### config.mk
export PLATFORM = sky130hd
export DESIGN_NAME = mt32_cfg_arbiter_flat
export DESIGN_NICKNAME = d
export VERILOG_FILES = /design/src/rtl/mt32_cfg_arbiter_if.sv /design/src/rtl/mt32_cfg_arbiter.sv /design/src/flat_wrapper.sv
export SDC_FILE = /design/constraint.sdc
export NUM_CORES = 1
export LEC_CHECK = 0
export CAP_MARGIN = 10
export CORE_MARGIN = 3
export CORE_UTILIZATION = 48
export CTS_BUF_LIST = sky130_fd_sc_hd__clkbuf_8
export CTS_CLUSTER_SIZE = 24
export DETAILED_ROUTE_END_ITERATION = 12
export GPL_TIMING_DRIVEN = 1
export PLACE_DENSITY = 0.88
export RECOVER_POWER = 100
export SLEW_MARGIN = 10
export SYNTH_ARGS = -nofsm -noshare
export SYNTH_HDL_FRONTEND = slang
export SYNTH_SLANG_ARGS = --single-unit
### constraint.sdc
create_clock -name CLK_AUDIO -period 7.55 [get_ports CLK_AUDIO]
set_clock_uncertainty 0.05 [all_clocks]
set_input_delay 1.8875 -clock CLK_AUDIO [delete_from_list [all_inputs] [get_ports CLK_AUDIO]]
set_output_delay 1.8875 -clock CLK_AUDIO [all_outputs]
set_load 0.02 [all_outputs]
### src/rtl/mt32_cfg_arbiter_if.sv
// Requester and MT32-pi slave signals of the configuration arbiter.
// The arbiter side is the slave modport; sources and the Pi model drive the master side.
interface mt32_cfg_arbiter_if #(
  parameter int NREQ  = 2,
  parameter int OWN_W = 1
);
  logic [NREQ-1:0]   req_valid;
  logic [NREQ-1:0]   req_mode;
  logic [2*NREQ-1:0] req_rom;
  logic [8*NREQ-1:0] req_sf;
  logic [NREQ-1:0]   req_ready;
  logic              mt32_available;
  logic              mt32_newmode;
  logic [7:0]        mt32_mode;
  logic [7:0]        mt32_rom;
  logic [7:0]        mt32_sf;
  logic              mt32_mode_req;
  logic [1:0]        mt32_rom_req;
  logic [7:0]        mt32_sf_req;
  logic              busy;
  logic [OWN_W-1:0]  owner;
  logic              done;
  logic              err;

  modport master (
    output req_valid, req_mode, req_rom, req_sf,
    output mt32_available, mt32_newmode, mt32_mode, mt32_rom, mt32_sf,
    input  req_ready, mt32_mode_req, mt32_rom_req, mt32_sf_req,
    input  busy, owner, done, err
  );

  modport slave (
    input  req_valid, req_mode, req_rom, req_sf,
    input  mt32_available, mt32_newmode, mt32_mode, mt32_rom, mt32_sf,
    output req_ready, mt32_mode_req, mt32_rom_req, mt32_sf_req,
    output busy, owner, done, err
  );
endinterface

### src/rtl/mt32_cfg_arbiter.sv
// Round-robin arbiter sequencing MT32-pi configuration requests one at a time,
// confirming each against the Pi's mode report with bounded retries.
module mt32_cfg_arbiter #(
  parameter int NREQ      = 2,
  parameter int OWN_W     = 1,
  parameter int TIMEOUT   = 12288000,
  parameter int TO_W      = 24,
  parameter int MAX_RETRY = 2
) (
  input  logic              CLK_AUDIO,
  input  logic              reset,
  mt32_cfg_arbiter_if.slave cfg
);
  localparam int               RT_W    = (MAX_RETRY < 1) ? 1 : $clog2(MAX_RETRY + 1);
  localparam int               CW      = OWN_W + 1;
  localparam logic [TO_W-1:0]  TO_LAST = TO_W'(TIMEOUT - 1);
  localparam logic [RT_W-1:0]  RT_MAX  = RT_W'(MAX_RETRY);
  localparam logic [OWN_W-1:0] RR_INIT = OWN_W'(NREQ - 1);
  localparam logic [CW-1:0]    NREQ_C  = CW'(NREQ);

  typedef enum logic [1:0] {IDLE, WAIT, CHECK} state_t;

  state_t            state_reg, state_next;
  logic [OWN_W-1:0]  rr_reg, rr_next;
  logic [OWN_W-1:0]  owner_reg, owner_next;
  logic [TO_W-1:0]   timer_reg, timer_next;
  logic [RT_W-1:0]   retry_reg, retry_next;
  logic              nm_d_reg;
  logic [NREQ-1:0]   ready_reg, ready_next;
  logic              mode_req_reg, mode_req_next;
  logic [1:0]        rom_req_reg, rom_req_next;
  logic [7:0]        sf_req_reg, sf_req_next;
  logic              busy_reg, busy_next;
  logic              done_reg, done_next;
  logic              err_reg, err_next;

  logic [1:0] rom_slice [NREQ];
  logic [7:0] sf_slice  [NREQ];

  generate
    for (genvar gi = 0; gi < NREQ; gi++) begin : g_slice
      assign rom_slice[gi] = cfg.req_rom[2*gi +: 2];
      assign sf_slice[gi]  = cfg.req_sf[8*gi +: 8];
    end
  endgenerate

  // First pending requester strictly after the last winner, wrapping around.
  logic             grant_any;
  logic [OWN_W-1:0] grant_idx;
  logic [CW-1:0]    cand;
  logic [OWN_W-1:0] cand_idx;

  always_comb begin
    grant_any = 1'b0;
    grant_idx = '0;
    cand      = '0;
    cand_idx  = '0;
    for (int k = 1; k <= NREQ; k++) begin
      cand = {1'b0, rr_reg} + CW'(k);
      if (cand >= NREQ_C) cand = cand - NREQ_C;
      cand_idx = cand[OWN_W-1:0];
      if (!grant_any && cfg.req_valid[cand_idx]) begin
        grant_any = 1'b1;
        grant_idx = cand_idx;
      end
    end
  end

  logic toggle;
  logic cfg_match;

  assign toggle    = nm_d_reg ^ cfg.mt32_newmode;
  assign cfg_match = mode_req_reg ? (cfg.mt32_mode == 8'h01 && cfg.mt32_sf == sf_req_reg)
                                  : (cfg.mt32_mode == 8'h00 && cfg.mt32_rom == {6'd0, rom_req_reg});

  always_comb begin
    state_next    = state_reg;
    rr_next       = rr_reg;
    owner_next    = owner_reg;
    timer_next    = timer_reg;
    retry_next    = retry_reg;
    ready_next    = '0;
    mode_req_next = mode_req_reg;
    rom_req_next  = rom_req_reg;
    sf_req_next   = sf_req_reg;
    busy_next     = busy_reg;
    done_next     = 1'b0;
    err_next      = 1'b0;

    case (state_reg)
      IDLE: begin
        if (cfg.mt32_available && grant_any) begin
          ready_next[grant_idx] = 1'b1;
          mode_req_next = cfg.req_mode[grant_idx];
          rom_req_next  = rom_slice[grant_idx];
          sf_req_next   = sf_slice[grant_idx];
          owner_next    = grant_idx;
          rr_next       = grant_idx;
          busy_next     = 1'b1;
          timer_next    = '0;
          retry_next    = '0;
          state_next    = WAIT;
        end
      end

      // Pi loss beats a report, and a report beats an expiring window.
      WAIT: begin
        if (!cfg.mt32_available) begin
          err_next   = 1'b1;
          busy_next  = 1'b0;
          state_next = IDLE;
        end else if (toggle) begin
          state_next = CHECK;
        end else if (timer_reg == TO_LAST) begin
          if (retry_reg < RT_MAX) begin
            retry_next = retry_reg + RT_W'(1);
            timer_next = '0;
          end else begin
            err_next   = 1'b1;
            busy_next  = 1'b0;
            state_next = IDLE;
          end
        end else begin
          timer_next = timer_reg + TO_W'(1);
        end
      end

      CHECK: begin
        if (cfg_match) begin
          done_next  = 1'b1;
          busy_next  = 1'b0;
          state_next = IDLE;
        end else if (retry_reg < RT_MAX) begin
          retry_next = retry_reg + RT_W'(1);
          timer_next = '0;
          state_next = WAIT;
        end else begin
          err_next   = 1'b1;
          busy_next  = 1'b0;
          state_next = IDLE;
        end
      end

      default: state_next = IDLE;
    endcase
  end

  // The newmode history keeps sampling through reset so no stale edge survives it.
  always_ff @(posedge CLK_AUDIO) begin
    nm_d_reg <= cfg.mt32_newmode;
    if (reset) begin
      state_reg    <= IDLE;
      rr_reg       <= RR_INIT;
      owner_reg    <= '0;
      timer_reg    <= '0;
      retry_reg    <= '0;
      ready_reg    <= '0;
      mode_req_reg <= 1'b0;
      rom_req_reg  <= '0;
      sf_req_reg   <= '0;
      busy_reg     <= 1'b0;
      done_reg     <= 1'b0;
      err_reg      <= 1'b0;
    end else begin
      state_reg    <= state_next;
      rr_reg       <= rr_next;
      owner_reg    <= owner_next;
      timer_reg    <= timer_next;
      retry_reg    <= retry_next;
      ready_reg    <= ready_next;
      mode_req_reg <= mode_req_next;
      rom_req_reg  <= rom_req_next;
      sf_req_reg   <= sf_req_next;
      busy_reg     <= busy_next;
      done_reg     <= done_next;
      err_reg      <= err_next;
    end
  end

  assign cfg.req_ready     = ready_reg;
  assign cfg.mt32_mode_req = mode_req_reg;
  assign cfg.mt32_rom_req  = rom_req_reg;
  assign cfg.mt32_sf_req   = sf_req_reg;
  assign cfg.busy          = busy_reg;
  assign cfg.owner         = owner_reg;
  assign cfg.done          = done_reg;
  assign cfg.err           = err_reg;
endmodule

### src/flat_wrapper.sv
// flat-port wrapper written by rule: the top's interface ports become plain ports
module mt32_cfg_arbiter_flat 
#(
  parameter int NREQ      = 2,
  parameter int OWN_W     = 1,
  parameter int TIMEOUT   = 12288000,
  parameter int TO_W      = 24,
  parameter int MAX_RETRY = 2
)
  (CLK_AUDIO, reset, cfg_req_valid, cfg_req_mode, cfg_req_rom, cfg_req_sf, cfg_mt32_available, cfg_mt32_newmode, cfg_mt32_mode, cfg_mt32_rom, cfg_mt32_sf, cfg_req_ready, cfg_mt32_mode_req, cfg_mt32_rom_req, cfg_mt32_sf_req, cfg_busy, cfg_owner, cfg_done, cfg_err);
  mt32_cfg_arbiter_if #(.NREQ(NREQ), .OWN_W(OWN_W)) cfg_i ();
  input  logic CLK_AUDIO;
  input  logic reset;
  input wire logic [$bits(cfg_i.req_valid)-1:0] cfg_req_valid;
  input wire logic [$bits(cfg_i.req_mode)-1:0] cfg_req_mode;
  input wire logic [$bits(cfg_i.req_rom)-1:0] cfg_req_rom;
  input wire logic [$bits(cfg_i.req_sf)-1:0] cfg_req_sf;
  input wire logic [$bits(cfg_i.mt32_available)-1:0] cfg_mt32_available;
  input wire logic [$bits(cfg_i.mt32_newmode)-1:0] cfg_mt32_newmode;
  input wire logic [$bits(cfg_i.mt32_mode)-1:0] cfg_mt32_mode;
  input wire logic [$bits(cfg_i.mt32_rom)-1:0] cfg_mt32_rom;
  input wire logic [$bits(cfg_i.mt32_sf)-1:0] cfg_mt32_sf;
  output wire logic [$bits(cfg_i.req_ready)-1:0] cfg_req_ready;
  output wire logic [$bits(cfg_i.mt32_mode_req)-1:0] cfg_mt32_mode_req;
  output wire logic [$bits(cfg_i.mt32_rom_req)-1:0] cfg_mt32_rom_req;
  output wire logic [$bits(cfg_i.mt32_sf_req)-1:0] cfg_mt32_sf_req;
  output wire logic [$bits(cfg_i.busy)-1:0] cfg_busy;
  output wire logic [$bits(cfg_i.owner)-1:0] cfg_owner;
  output wire logic [$bits(cfg_i.done)-1:0] cfg_done;
  output wire logic [$bits(cfg_i.err)-1:0] cfg_err;
  assign cfg_i.req_valid = cfg_req_valid;
  assign cfg_i.req_mode = cfg_req_mode;
  assign cfg_i.req_rom = cfg_req_rom;
  assign cfg_i.req_sf = cfg_req_sf;
  assign cfg_i.mt32_available = cfg_mt32_available;
  assign cfg_i.mt32_newmode = cfg_mt32_newmode;
  assign cfg_i.mt32_mode = cfg_mt32_mode;
  assign cfg_i.mt32_rom = cfg_mt32_rom;
  assign cfg_i.mt32_sf = cfg_mt32_sf;
  assign cfg_req_ready = cfg_i.req_ready;
  assign cfg_mt32_mode_req = cfg_i.mt32_mode_req;
  assign cfg_mt32_rom_req = cfg_i.mt32_rom_req;
  assign cfg_mt32_sf_req = cfg_i.mt32_sf_req;
  assign cfg_busy = cfg_i.busy;
  assign cfg_owner = cfg_i.owner;
  assign cfg_done = cfg_i.done;
  assign cfg_err = cfg_i.err;
  mt32_cfg_arbiter #(.NREQ(NREQ), .OWN_W(OWN_W), .TIMEOUT(TIMEOUT), .TO_W(TO_W), .MAX_RETRY(MAX_RETRY)) u_core (.CLK_AUDIO(CLK_AUDIO), .reset(reset), .cfg(cfg_i));
endmodule
==> run_results.csv, run 1 <==
group,metric,value,unit
synth,synth-seq-cells,47,
final_layout,final_nets,462,
final_layout,largest_reg_flops,24,
global_routing,grt_max_degree,23,
pwr,p_leak,1.38,nW
sta,drv_slew,22,
clock_network,postCtsSetupBuffers,0,
clock_network,cts_tree,"yes",
critical_path,crit_top_cell,"nor2_1",
route,firstDrtPassIters,5,
synth,synth_flop_cell,"dfxtp_1",
clock_network,cts_resized,0,
clock_network,cts_buffers,5,
die,die_y,82.0,um
synth,ys_types,62,
die,die-area,6720,um^2
placed_design,routabilityCongestion,0.936,
final_layout,syn2layout_area_growth,27.9,%
sta,fmaxAchievable,0.193,GHz
outcome,violations,"capacitance limit, slew limit",
synth,netlist_instances,347,
global_routing,grt.total_usage,23.6,%
clock_network,hold_buffers,0,
clock_network,max-clock-path-buffers,2,
global_routing,grt_pass1_vias,2845,
route,drc,0,
critical_path,cp.buffers_inverters,1,
critical_path,crit_required,7.74,ns
global_routing,globalRouteOverflowTotal,0,
die,ios,69,
synth,async_flop_share,0,%
sta,fin_crit,5.18,ns
route,wl_per_cell,15.9,um
sta,setup_slack,2.37,ns
synth,ys_seq_area_share,34.0,%
clock_network,cts_root_buf,"clkbuf_8",
sta,setup_viol,0,
route,viasPerCell,6.15,
final_layout,regArea,941,um^2
final_layout,stdcell_area,3540,um^2
sta,tns,0,ns
placed_design,dp_slack,2.98,ns
synth,syn_area,2770,um^2
critical_path,arrival,5.37,ns
route,drt_iter0_drc,315,
sta,hold_viol,0,
die,rows,27,
final_layout,antenna_cells,0,
placed_design,hpwl,5.57,mm
final_layout,nFillCells,468,
route,drt-total-wl,7.62,mm
clock_network,cts_num_sinks,47,
synth,yosysTopAreaCell,"dfxtp_1",
die,die_width,82.0,um
placed_design,port_buffers,68,
synth,ys_warn_count,0,
min_path,hold_class,"reg -> reg",
critical_path,crit_type,"in -> reg",
clock_network,insertion_delay,0.31,ns
route,ant_nets,0,
placed_design,place_area,3470,um^2
critical_path,crit_chain,"dlygate4sd3_1 -> nor4_1 -> nand2_1 -> or4b_1 -> a31oi_1 -> nor2_1 -> nor2_1",
synth,syn_avg_cell_area,7.98,um^2
die,coreArea,5540,um^2
critical_path,crit_family,"simple AND/OR/NAND/NOR gates",
synth,synth-edff-count,0,
sta,holdWs,0.405,ns
clock_network,ctsHtreeMaxLevel,2,
global_routing,grt_pass1_wl,12.6,mm
die,floorplan.initialDensity,50.0,%
global_routing,antenna_found_initial,0,
critical_path,path_max_fanout,21,
critical_path,cp_slowest_cell,"a31oi_1",
final_layout,multiInputGateArea,1630,um^2
sta,slew_headroom,-21.8,%
sta,post-route-period-util,68.6,%
pwr,finalPower,0.000544,W
critical_path,slowest_delay,1.33,ns
critical_path,critPathCaptureType,"register",
synth,synth_fp_nets,404,
pwr,ir_worst_vdd,0.0869,mV
synth,ys_top_cells_by_area,"dfxtp_1 (34%), o21ai_0 (5.4%), nand2_1 (4.7%), a21oi_1 (4.3%), a222oi_1 (4.0%)",
route,via_count,2938,
sta,rsz0062_at_grt,"false",
final_layout,final_layout_size_suffix_gt1_share,3.94,%
clock_network,clkTransAtPathRegs,0.09,ns
outcome,status,"finished with violations",
sta,worst_slew_pin_slew,1.82,ns
critical_path,start_kind,"input port",
run,max-cap-violations,1,
pwr,powerDensity,154,nW/um^2
synth,yosys.area.top_type_share,34.0,%
## synth_stat cells (all sizes together) (5+ instances only)
cell / number
a21oi: 24
a222oi: 11
a22o: 5
and2: 7
and3: 11
and4: 5
clkbuf: 16
dfxtp: 47
ha: 5
inv: 22
nand2: 35
nand3: 9
nand4: 8
nor2: 21
nor3: 7
nor3b: 5
nor4: 13
o21ai: 30
xnor2: 9
xor2: 5
## where the power goes
part	internal (W)	leakage, nW	switching (W)
Combinational	0.0000543	0.943	0.0000572
Clock	0.0000824	0.0557	0.0000867
Sequential	0.000256	0.382	0.00000731
## area by class of cell
type | count | share of cell area (%)
well taps | 72 | 2.54
clock inverters | 1 | 0.106
flip-flops and latches | 47 | 26.6
multi-input cells | 257 | 45.9
clock buffers | 7 | 2.72
inverters | 23 | 2.44
repair buffers | 71 | 19.7
## path summary, 6_finish.rpt
check / start / end / slack [ns] / cells after the start
max: cfg_mt32_mode[5] / u_core.timer_reg[10]$_SDFFE_PP0P_ / 2.37 / 7
min: u_core.cfg.owner$_SDFFE_PP0P_ / u_core.cfg.owner$_SDFFE_PP0P_ / 0.41 / 1
max reg2reg: u_core.state_reg[1]$_SDFFE_PP0P_ / u_core.timer_reg[10]$_SDFFE_PP0P_ / 4.32 / 8
min reg2reg: u_core.cfg.owner$_SDFFE_PP0P_ / u_core.cfg.owner$_SDFFE_PP0P_ / 0.41 / 1
## metal layers
layer	GRT usage, %	up-vias	share of wire [%]
met2	40.6	133	50
met1	26.7	1381	39
met4	10.1	0	1.9
met5	0	-	0
met3	7.24	15	8.8
li1	-	1409	-
## cell usage in the layout (no fill, tap or decap), types with 2 or more instances in the layout
master / n
a222oi_1: 11
a21boi_0: 2
and2_1: 7
inv_1: 23
o31ai_1: 4
a22o_1: 5
nand4_1: 8
or3_1: 2
dlygate4sd3_1: 21
nor3b_1: 5
a41oi_1: 2
xnor2_1: 9
o22ai_1: 2
nor3_1: 7
a21oi_1: 24
nor4_1: 12
nor2_1: 20
ha_1: 5
a311oi_1: 2
nand3_1: 9
xor2_1: 5
nand2_1: 35
a211oi_1: 2
buf_4: 2
o211ai_1: 2
a221oi_1: 2
o21ai_0: 29
a31oi_1: 2
clkbuf_8: 7
and4_1: 5
a21o_1: 3
a41o_1: 2
clkdlybuf4s50_1: 47
and3_1: 10
dfxtp_1: 47
## metrics by stage
stage / instances / utilization (%)
finish: 478 / 63.9
global route: 478 / 63.9
CTS: 477 / 64.4
detailed placement: 469 / 62.6
global placement: 469 / 62.6
floorplan: 347 / -
## cell families (layout without fill, tap and decap cells)
| kind of cell | count (synthesis) | count (layout) | share of synthesized area, % |
|---|---|---|---|
| AO/OA/AOI/OAI | 104 | 104 | 25.7 |
| XOR/XNOR | 14 | 14 | 4.43 |
| adder cells (fa/ha/maj) | 5 | 5 | 2.26 |
| buffers and inverters | 43 | 102 | 6.42 |
| flip-flops | 47 | 47 | 34.0 |
| multiplexers | 1 | 1 | 0.407 |
| AND/OR/NAND/NOR | 133 | 133 | 26.8 |
Power figures use the tool's default switching activity.
==> run 2: changes to the inputs <==
CORE_UTILIZATION = 46   (was 48)
clock period = 4.19 ns   (was 7.55 ns; I/O delays follow)
==> run 2 against run 1 <==
  * The flow now finishes without violations
  * Combinational power rose by 85%
  * Sequential power rose by 81%
  * Clock-buffer cell count fell by 2
  * Clock power rose by 60%
  * Sequential cell count did not move
  * Core utilization fell by 1.4 points
  * Global-route usage fell by 2.5 points
  * Via count rose by 0.10%
  * Largest power group unchanged
  * Highest routed layer unchanged
==> run_results.csv, run 2 (synthesized netlist as in run 1, its figures left out) <==
group,metric,value,unit
die,die-area,6990,um^2
global_routing,globalRoute.busiestLayer,"met2",
final_layout,antenna_cells,0,
clock_network,cts_buffers,5,
sta,setup_viol,0,
route,ant_nets,0,
clock_network,ctsHtreeMaxLevel,2,
global_routing,use_met1,25.1,%
global_routing,grt.total_usage,21.1,%
clock_network,cts_resized,0,
critical_path,crit_chain,"dlygate4sd3_1 -> or3_1 -> nor4_1 -> or4b_4 -> nand4_2 -> nor2_1 -> a211o_1",
critical_path,arrival,3.84,ns
critical_path,critPathCaptureType,"register",
clock_network,max-clock-path-buffers,2,
route,drc,0,
sta,post-route-period-util,87.9,%
pwr,powerDensity,268,nW/um^2
global_routing,globalRouteOverflowTotal,0,
die,coreArea,5680,um^2
sta,slew_headroom,41.0,%
sta,fin_crit,3.68,ns
clock_network,cts_tree,"yes",
route,wl_per_cell,15.9,um
route,drt_iter0_drc,270,
min_path,hold_class,"reg -> reg",
clock_network,hold_buffers,0,
placed_design,routabilityCongestion,0.919,
route,via_count,2941,
sta,rsz0062_at_grt,"false",
sta,fmaxAchievable,0.272,GHz
critical_path,reg2reg_depth,7,
final_layout,largest_reg_flops,24,
clock_network,cts_num_sinks,47,
clock_network,clkTransAtPathRegs,0.09,ns
critical_path,r2r-end,"u_core.timer_reg[13]$_SDFFE_PP0P_",
clock_network,postCtsSetupBuffers,0,
route,drt-total-wl,7.63,mm
run,max-cap-violations,0,
critical_path,cp_slowest_cell,"or4b_4",
final_layout,syn2layout_area_growth,28.2,%
critical_path,slowest_delay,0.57,ns
min_path,hold_depth,1,
final_layout,final_common_cell,"clkdlybuf4s50_1",
die,die_width,83.6,um
sta,tns,0,ns
pwr,p_leak,1.38,nW
clock_network,cts_root_buf,"clkbuf_8",
critical_path,cp.buffers_inverters,1,
critical_path,path_max_fanout,22,
die,rows,27,
critical_path,crit_family,"simple AND/OR/NAND/NOR gates",
critical_path,rrSetupSlack,1.55,ns
critical_path,crit_type,"in -> reg",
global_routing,antenna_found_initial,0,
global_routing,grtUsageMet3,5.63,%
placed_design,port_buffers,68,
final_layout,final_layout_size_suffix_gt1_share,4.40,%
min_path,worstHoldEndpoint,"u_core.cfg.owner$_SDFFE_PP0P_",
sta,drv_slew,0,
placed_design,place_area,3500,um^2
die,floorplan.initialDensity,48.8,%
sta,hold_viol,0,
global_routing,grt_max_degree,24,
final_layout,final_nets,465,
min_path,hold_start,"u_core.cfg.owner$_SDFFE_PP0P_",
sta,worst_slew_pin_slew,0.882,ns
global_routing,met2_usage,36.6,%
route,viasPerCell,6.11,
global_routing,grt_pass1_wl,12.4,mm
outcome,status,"completed",
final_layout,final_cell_mix,"clkdlybuf4s50_1 (48), dfxtp_1 (47), nand2_1 (35)",
route,firstDrtPassIters,5,
critical_path,r2r_start,"u_core.state_reg[1]$_SDFFE_PP0P_",
final_layout,stdcell_area,3550,um^2
die,ios,69,
critical_path,crit_required,4.35,ns
clock_network,insertion_delay,0.31,ns
global_routing,grt_pass1_vias,2743,
critical_path,start_kind,"input port",
die,die_y,83.6,um
pwr,ir_worst_vdd,0.185,mV
placed_design,hpwl,5.61,mm
## run 2: worst register-to-register path: stages, from the launching register on
cell,delay [ns]
dfxtp_1,0.35
inv_1,0.12
ha_1,0.51
clkinv_1,0.41
a21oi_1,0.69
a21oi_1,0.17
a2bb2oi_1,0.17
o41ai_1,0.09
## run 2: worst max path at each step
| stage | startpoint | endpoint | slack [ns] | cells past startpoint |
|---|---|---|---|---|
| final | cfg_mt32_mode[1] | u_core.timer_reg[17]$_SDFFE_PP0P_ | 0.51 | 7 |
| after floorplan | cfg_mt32_mode[1] | u_core.timer_reg[17]$_SDFFE_PP0P_ | 1.21 | 7 |
| after global placement | cfg_mt32_mode[5] | u_core.timer_reg[0]$_SDFFE_PP0P_ | 0.56 | 7 |
| after detailed placement | cfg_mt32_mode[1] | u_core.timer_reg[0]$_SDFFE_PP0P_ | 0.50 | 7 |
| after CTS | cfg_mt32_mode[1] | u_core.timer_reg[0]$_SDFFE_PP0P_ | 0.82 | 7 |
| after global routing | cfg_mt32_mode[1] | u_core.timer_reg[6]$_SDFFE_PP0P_ | 0.34 | 7 |
## run 2: per-layer routing
layer | vias up | share of wire, %
met3 | 14 | 8.5
met5 | - | 0
met1 | 1366 | 40
met2 | 143 | 49
li1 | 1418 | -
met4 | 0 | 2.0
## run 2: layout make-up
cell class | count | area (um^2)
sequential | 47 | 941
tap | 72 | 90.1
inverter | 23 | 86.3
fill | 489 | 2120
timing repair buffer | 74 | 718
clock buffer | 5 | 68.8
clock inverter | 3 | 12.5
multi-input combinational | 257 | 1630
## run 2: per-stage QoR
step / util, % / std cells / hold slack, ns / setup slack [ns] / power, W
floorplan: - / 347 / 0.393 / 1.21 / 0.000594
global placement: 61.7 / 473 / 0.389 / 0.562 / 0.000690
detailed placement: 61.7 / 473 / 0.397 / 0.497 / 0.000696
CTS: 63.1 / 481 / 0.429 / 0.820 / 0.000962
global route: 62.6 / 481 / 0.457 / 0.340 / 0.000987
finish: 62.6 / 481 / 0.423 / 0.509 / 0.000951
## run 2: power breakdown
group	total [W]	switching [W]	internal, W
Clock	0.000270	0.000158	0.000113
Sequential	0.000475	0.0000136	0.000461
Combinational	0.000205	0.000105	0.000101
Total	0.000951	0.000276	0.000675
